<file path="config.mk">
export PLATFORM = sky130hd
export DESIGN_NAME = decode_hazard_stage
export DESIGN_NICKNAME = d
export VERILOG_FILES = /design/src/rtl/decode_hazard_stage.sv
export SDC_FILE = /design/constraint.sdc
export NUM_CORES = 1
export LEC_CHECK = 0
export ABC_AREA = 1
export CAP_MARGIN = 20
export CORE_MARGIN = 8
export CORE_UTILIZATION = 48
export CTS_CLUSTER_SIZE = 20
export DETAILED_ROUTE_END_ITERATION = 6
export PLACE_DENSITY = 0.86
export SLEW_MARGIN = 15
export SYNTH_ARGS = -nofsm -noshare
export SYNTH_HDL_FRONTEND = slang
export SYNTH_SLANG_ARGS = --single-unit
</file>
<file path="constraint.sdc">
create_clock -name clock -period 7.1 [get_ports clock]
set_input_delay 1.42 -clock clock [delete_from_list [all_inputs] [get_ports clock]]
set_output_delay 1.42 -clock clock [all_outputs]
set_load 0.05 [all_outputs]
</file>
<file path="src/rtl/decode_hazard_stage.sv">
// Decode stage: hazard detection, in-ID branch resolution,
// squash of the branch shadow slot and the ID/EX register.
module decode_hazard_stage #(
  parameter int XLEN  = 32,
  parameter int CNT_W = 16
) (
  input  logic             clock,
  input  logic             reset,
  input  logic             if_id_valid,
  input  logic [31:0]      if_id_instruc,
  input  logic [XLEN-1:0]  if_id_nextpc,
  input  logic             ctl_writereg,
  input  logic             ctl_readmem,
  input  logic             ctl_writemem,
  input  logic             ctl_regdst,
  input  logic             ctl_usesrb,
  input  logic [1:0]       ctl_extmode,
  input  logic [1:0]       ctl_branch,
  output logic [4:0]       id_reg_addra,
  output logic [4:0]       id_reg_addrb,
  input  logic [XLEN-1:0]  reg_id_dataa,
  input  logic [XLEN-1:0]  reg_id_datab,
  input  logic             ex_id_writereg,
  input  logic             ex_id_readmem,
  input  logic [4:0]       ex_id_regdest,
  input  logic             mem_id_writereg,
  input  logic             mem_id_readmem,
  input  logic [4:0]       mem_id_regdest,
  input  logic [XLEN-1:0]  mem_id_value,
  input  logic             ex_id_stall,
  output logic             id_if_stall,
  output logic             id_if_selpcsource,
  output logic [XLEN-1:0]  id_if_target,
  output logic             id_ex_valid,
  output logic             id_ex_writereg,
  output logic             id_ex_readmem,
  output logic             id_ex_writemem,
  output logic [XLEN-1:0]  id_ex_rega,
  output logic [XLEN-1:0]  id_ex_regb,
  output logic [XLEN-1:0]  id_ex_imedext,
  output logic [4:0]       id_ex_regdest,
  output logic [CNT_W-1:0] id_stall_cnt
);

  logic [4:0]      rs, rt, rd;
  logic [15:0]     imm;
  logic            is_br, is_jmp, use_rt, v;
  logic            m_ex, m_mem, haz, take;
  logic            fwd_a, fwd_b, eq;
  logic [XLEN-1:0] opa, opb;
  logic [XLEN-1:0] imm_sx, imm_zx, imm_ext;
  logic [XLEN-1:0] br_tgt, jmp_tgt;
  logic            squash_q, squash_d;
  logic [CNT_W-1:0] cnt_q, cnt_d;
  logic            unused_opcode;

  assign rs  = if_id_instruc[25:21];
  assign rt  = if_id_instruc[20:16];
  assign rd  = if_id_instruc[15:11];
  assign imm = if_id_instruc[15:0];
  assign unused_opcode = ^if_id_instruc[31:26];

  assign id_reg_addra = rs;
  assign id_reg_addrb = rt;

  assign is_br  = ctl_branch[1];
  assign is_jmp = (ctl_branch == 2'b01);
  assign use_rt = ctl_usesrb | is_br;
  assign v      = if_id_valid & ~squash_q;

  assign m_ex  = (ex_id_regdest != 5'd0) &
                 ((ex_id_regdest == rs) |
                  ((ex_id_regdest == rt) & use_rt));
  assign m_mem = (mem_id_regdest != 5'd0) &
                 ((mem_id_regdest == rs) |
                  ((mem_id_regdest == rt) & use_rt));

  assign haz = v & (
      (ex_id_readmem & ex_id_writereg & m_ex) |
      (is_br & ex_id_writereg & m_ex) |
      (is_br & mem_id_readmem & mem_id_writereg & m_mem));

  // forward a MEM-stage ALU result into the branch comparator
  assign fwd_a = mem_id_writereg & ~mem_id_readmem &
                 (mem_id_regdest != 5'd0) & (mem_id_regdest == rs);
  assign fwd_b = mem_id_writereg & ~mem_id_readmem &
                 (mem_id_regdest != 5'd0) & (mem_id_regdest == rt);
  assign opa = fwd_a ? mem_id_value : reg_id_dataa;
  assign opb = fwd_b ? mem_id_value : reg_id_datab;
  assign eq  = (opa == opb);

  assign imm_sx  = {{(XLEN-16){imm[15]}}, imm};
  assign imm_zx  = {{(XLEN-16){1'b0}}, imm};
  assign br_tgt  = if_id_nextpc + (imm_sx << 2);
  assign jmp_tgt = {if_id_nextpc[XLEN-1:28], if_id_instruc[25:0], 2'b00};

  // immediate extension select
  always_comb begin
    imm_ext = imm_sx;
    unique case (ctl_extmode)
      2'b01:   imm_ext = imm_zx;
      2'b10:   imm_ext = imm_zx << 16;
      default: imm_ext = imm_sx;
    endcase
  end

  // redirect decision and target select
  always_comb begin
    take = 1'b0;
    unique case (ctl_branch)
      2'b01:   take = 1'b1;
      2'b10:   take = eq;
      2'b11:   take = ~eq;
      default: take = 1'b0;
    endcase
    take = take & v & ~haz & ~ex_id_stall;
  end

  assign id_if_selpcsource = take;
  assign id_if_target      = is_jmp ? jmp_tgt : br_tgt;
  assign id_if_stall       = haz | ex_id_stall;

  // squash flag and saturating stall counter next state
  always_comb begin
    squash_d = squash_q;
    if (take)
      squash_d = 1'b1;
    else if (!id_if_stall)
      squash_d = 1'b0;
    cnt_d = cnt_q;
    if (haz && !(&cnt_q))
      cnt_d = cnt_q + CNT_W'(1);
  end

  // squash flag and stall counter state
  always_ff @(posedge clock or negedge reset) begin
    if (!reset) begin
      squash_q <= 1'b0;
      cnt_q    <= '0;
    end else begin
      squash_q <= squash_d;
      cnt_q    <= cnt_d;
    end
  end

  assign id_stall_cnt = cnt_q;

  // ID/EX register: hold on back-pressure, bubble on hazard or empty slot
  always_ff @(posedge clock or negedge reset) begin
    if (!reset) begin
      id_ex_valid    <= 1'b0;
      id_ex_writereg <= 1'b0;
      id_ex_readmem  <= 1'b0;
      id_ex_writemem <= 1'b0;
      id_ex_rega     <= '0;
      id_ex_regb     <= '0;
      id_ex_imedext  <= '0;
      id_ex_regdest  <= '0;
    end else if (!ex_id_stall) begin
      id_ex_valid    <= v & ~haz;
      id_ex_writereg <= v & ~haz & ctl_writereg;
      id_ex_readmem  <= v & ~haz & ctl_readmem;
      id_ex_writemem <= v & ~haz & ctl_writemem;
      id_ex_rega     <= reg_id_dataa;
      id_ex_regb     <= reg_id_datab;
      id_ex_imedext  <= imm_ext;
      id_ex_regdest  <= ctl_regdst ? rd : rt;
    end
  end

endmodule

</file>
# Word-level counts from Yosys, hierarchy flattened
# Index checks and enable logic that the tools add are counted.
[totals] inputBits=187 out_inout_bits=165 regBits=122
[classes] addsub=2 muxes=8 eq_ne=11 bitwise=35 reduce_logical=5
[ops] operator="32-bit 2-to-1 mux" count=3
[ops] operator="32-bit one-hot mux with 2 select lines" count=1
[ops] operator="32-bit adder" count=1
[ops] operator="32-bit == test" count=1
[ops] operator="1-bit bitwise AND" count=24
[ops] operator="5-bit == test" count=4
[ops] operator="16-bit by 1-bit adder with 16-bit output, second input constant" count=1
[ops] operator="16-bit AND reduction" count=1
[ops] operator="5-bit nonzero test" count=2
[ops] operator="2-bit == test, second input constant" count=3
[ops] operator="1-bit OR" count=6
[ops] operator="5-bit 2-to-1 mux" count=1
[ops] operator="1-bit inverter" count=5
[ops] operator="2-bit by 1-bit == test with 1-bit output, second input constant" count=2
[ops] operator="1-bit one-hot mux with 3 select lines" count=1
[ops] operator="1-bit 2-to-1 mux" count=2
[ops] operator="2-bit by 1-bit != test with 1-bit output, second input constant" count=1
[ops] operator="1-bit logical AND" count=1
[ops] operator="1-bit zero test" count=1

# Logic depth before layout (Yosys ltp)
[logic_depth] word_depth=12 depth_mapped=21 depth_no_buf=19

# Worst setup path before layout
# No wires, ideal clock.
[synth_path] path_type="input -> output" start="input if_id_instruc[0]" end="output id_if_target[24]" path_buffers=0 arrival_time_ns=4.266 slack_ns=1.414 cell_stages=15 required_time_ns=5.680 cell_sequence="ha_1 > inv_1 > fa_1 > inv_1 > nand2_1 > o21ai_1 > nand2_1 > nand2_1 > nand2_1 > nand3_1 > o21ai_0 > o21ai_0 > a21oi_1 > xor2_1 > o21ai_0"
[synth_between] elab_chain_len=2
[synth_lines] element="start, declared" line="10" source="input logic [31:0] if_id_instruc,"
[synth_lines] element="32-bit adder" line="94" source="assign br_tgt = if_id_nextpc + (imm_sx << 2);"
[synth_lines] element="32-bit 2-to-1 mux" line="120" source="assign id_if_target = is_jmp ? jmp_tgt : br_tgt;"
[synth_lines] element="end, declared" line="33" source="output logic [XLEN-1:0] id_if_target,"
# No other way between the ends.

# Worst setup path after layout
[layout_path] start="input if_id_instruc[0]" end="output id_if_target[18]"
# The elaborated chain is that of the path after synthesis.

==> summary.txt <==
Layout
  • Fin nets: roughly 2,000
  • Area Overhead vs Synth: 42.6%
  • Cell Count, Final, Fillers Out: about 2,000
  • Fraction of layout instances using a drive strength above 1: 3.71%

Synth
  • Synth area leaders: dfrtp_1 (32%), nand2_1 (23%), inv_1 (6.5%)
  • Synthesized area: between 0.009 and 0.01 sq mm
  • Main synth FF type: dfrtp_1
  • Post-synth top area share: between 30% and 40%
  • Synth area leader: dfrtp_1
  • EDFF count, synth: 0
  • FF+latch count, synth: roughly 120
  • Seq/Total Area, Yosys: around 32%
  • Syn Area/Cell: about 6.5 sq um
  • Async set-reset flop share out of synthesis: 100%
  • Most frequent cell after synthesis: nand2_1
  • Synth cell count leaders: nand2_1 (583), inv_1 (164), o21ai_0 (123)
  • Syn Inst Count: between 1,000 and 1,500
  • Synth Warn #: 0
  • Syn nets: between 1,500 and 2,000
  • Unique cell type count in the Yosys netlist: 49

CTS
  • CTS tree: built
  • Post-CTS setup buffer count: 0
  • Max clock buf depth: 2
  • CTS H-tree depth: 4
  • Worst skew pair latency: between 0.4 and 0.5 ns
  • CTS clk-pin slew, worst paths: roughly 0.060 ns
  • TritonCTS Sinks: between 100 and 150
  • CTS Buf Count: 17
  • Root buffer cell: clkbuf_16
  • Post_cts resized: 0
  • Post-CTS Hold Fix Bufs: 0

Placed design
  • DP Worst Slack: 0.470 ns
  • Post-Place Cells: a little over 2,000
  • GPL Wtd Cong: just under 1
  • Number of port buffers: between 300 and 400
  • Dpl hpwl: ~28 mm

GRT
  • Number of global-route vias before repair: ~11,000
  • GR Util met1: a little over a third
  • GR Util All Layers: around 29%
  • Global-route wire length before repair: about 56 mm
  • Antenna violations before repair: 2
  • GR peak layer: met2
  • Met3 Use GR: around 6.4%
  • Largest net degree at the start of global routing: 97
  • Global route overflow: 0
  • Met2 usage: slightly below 50%

Timing
  • Final TNS setup: 0 ns
  • RSZ-0062 raised after global routing: no
  • Final Hold Fails: 0
  • Slew Limit Fails: 0
  • Tmin final: 6.66 ns
  • Max-slew headroom: between 30 and 40%
  • Setup ws final: roughly 0.44 ns
  • Final setup viols: 0
  • Worst-Margin Slew: a little over 0.9 ns
  • Clk_skew: around 0.0069 ns
  • Max Clk Rate: 150 MHz
  • Tcrit/Tclk final: approximately 94%

Setup path
  • CP Class: input pin to primary output
  • Crit path cell chain: clkdlybuf4s50_1, ha_1, inv_1, fa_1, inv_1, nand2_1, o21ai_1, nand2_1, nand2_1, nand2_1, nand3_1, o21ai_0, o21ai_1, a21o_1, xnor2_1, o21ai_0, clkdlybuf4s50_1
  • Worst endpoint required time: between 5 and 6 ns
  • Max stage delay on crit path: 0.89 ns
  • Arr. time, crit path: ~5.2 ns
  • Worst Setup Start Kind: input pin
  • CP Max Fanout: 4
  • CP bufs+invs: 4
  • Delay-heaviest family, CP: buffers and inverters
  • Endpoint class of the critical path: primary output
  • Worst path slowest cell: clkdlybuf4s50_1
  • Most Frequent Cell on Critical Path: nand2_1

Floorplanning
  • Die area: 0.0245 sq mm
  • Die width: around 160 um
  • FP Rows: 51
  • # IOs: 352
  • Starting Density: between 40% and 50%
  • Die Height: about 160 um
  • Core area: ~0.019 sq mm

Route
  • Post-route ant nets: 0
  • DR iter-0 viols: between 700 and 800
  • Vias/cell: approximately 5.4
  • Final WL: between 30 and 40 mm
  • Drt pass-1 iters: 5
  • # DRC: 0
  • Via count: ~11,000
  • Wire per inst: around 18 um

Power and ir drop
  • Pleak: about 6.6 nW
  • Pwr Density: roughly 210 mW/mm^2
  • Peak VDD IR: around 0.16 mV
  • Power, Total: about 2.9 mW

Min path
  • HP Class: flip-flop to flip-flop

Status
  • Outcome: complete, no violations

Flow run
  • Max_cap viols: 0
[area by class of cell]
cell class,instances,area [sq um]
repair buffers,355,3530
clock buffers,17,425
flip-flops and latches,122,3050
inverters,167,629
fillers,1697,5910
diodes,3,7.51
multi-input cells,1106,5390
clock inverters,14,124
well taps,265,332
[flip-flops by register name, indices dropped and copies added (netlist names)]
signal / cells
id_stall_cnt: 16
id_ex_imedext: 32
id_ex_regdest: 5
squash_q: 1
id_ex_writereg: 1
id_ex_readmem: 1
id_ex_rega: 32
id_ex_writemem: 1
id_ex_regb: 32
id_ex_valid: 1
[logic make-up (layout without fill, tap and decap cells)]
group | count (synthesis) | count (layout) | synth area share [%]
fa+ha+maj | 33 | 33 | 4.44
flops | 122 | 122 | 32.3
other cells | 0 | 3 | 0
simple gates | 797 | 797 | 34.8
xor+xnor | 37 | 37 | 3.43
compound gates | 239 | 239 | 14.2
buf+inv | 236 | 553 | 10.8
[cells in the final DEF, fill, tap and decap left out, types with 2 or more instances in the layout]
| cell | instances |
|---|---|
| nor2_1 | 73 |
| nor4_1 | 2 |
| nand3_1 | 87 |
| a21o_1 | 3 |
| nor3_1 | 8 |
| xnor2_1 | 17 |
| o21a_1 | 9 |
| o311ai_0 | 15 |
| nand3_2 | 4 |
| nand2_1 | 583 |
| clkinv_4 | 4 |
| clkdlybuf4s50_1 | 342 |
| inv_6 | 3 |
| o21ai_0 | 123 |
| o22ai_1 | 3 |
| clkbuf_16 | 17 |
| nand2b_1 | 3 |
| o21ai_2 | 2 |
| clkinv_2 | 5 |
| nand4_1 | 17 |
| diode_2 | 3 |
| a21oi_1 | 42 |
| inv_1 | 164 |
| o211ai_1 | 6 |
| or2_2 | 4 |
| buf_4 | 12 |
| dfrtp_1 | 122 |
| a31oi_1 | 6 |
| o21ai_1 | 22 |
| inv_2 | 2 |
| ha_1 | 32 |
| xor2_1 | 20 |
| nand3b_1 | 7 |
[per-stage QoR]
stage	utilization, %	area, sq um	hold slack [ns]
after floorplan	-	9460	0.447
after global placement	66.7	12900	0.461
after CTS	69.5	13500	0.482
final	69.5	13500	0.479
after detailed placement	66.7	12900	0.467
after global routing	69.5	13500	0.501
[worst paths after layout]
check                                            start                       endpoint  slack (ns)  cells after the start
min in group asynchronous                        reset     id_ex_rega[19]$_DFFE_PN0N_        1.07                      1
hold reg to reg             id_ex_rega[14]$_DFFE_PN0N_     id_ex_rega[14]$_DFFE_PN0N_        0.48                      2
max in group asynchronous                        reset  id_ex_imedext[14]$_DFFE_PN0N_        4.62                      2
setup / recovery                      if_id_instruc[0]               id_if_target[18]        0.44                     17
hold / removal              id_ex_rega[14]$_DFFE_PN0N_     id_ex_rega[14]$_DFFE_PN0N_        0.48                      2
setup reg to reg           id_stall_cnt[0]$_DFFE_PN0P_    id_stall_cnt[3]$_DFFE_PN0P_        4.43                     14
[worst min-delay path, delay by kind of cell, from the launching register on]
family | cells | cell delay, ns
AND/OR/NAND/NOR | 2 | 0.11
flip-flops | 1 | 0.34
[power breakdown]
part	internal, mW	switching, mW
registers	0.775	0.0619
clock network	0.481	0.347
logic	0.421	0.804
[routing by layer]
metal | up-vias | routed length, um
met5 | - | 0
met4 | 0 | 1370
met3 | 81 | 2970
met2 | 560 | 17300
met1 | 5044 | 14700
li1 | 5320 | -
No activity file was read; power rests on OpenSTA's default activity.
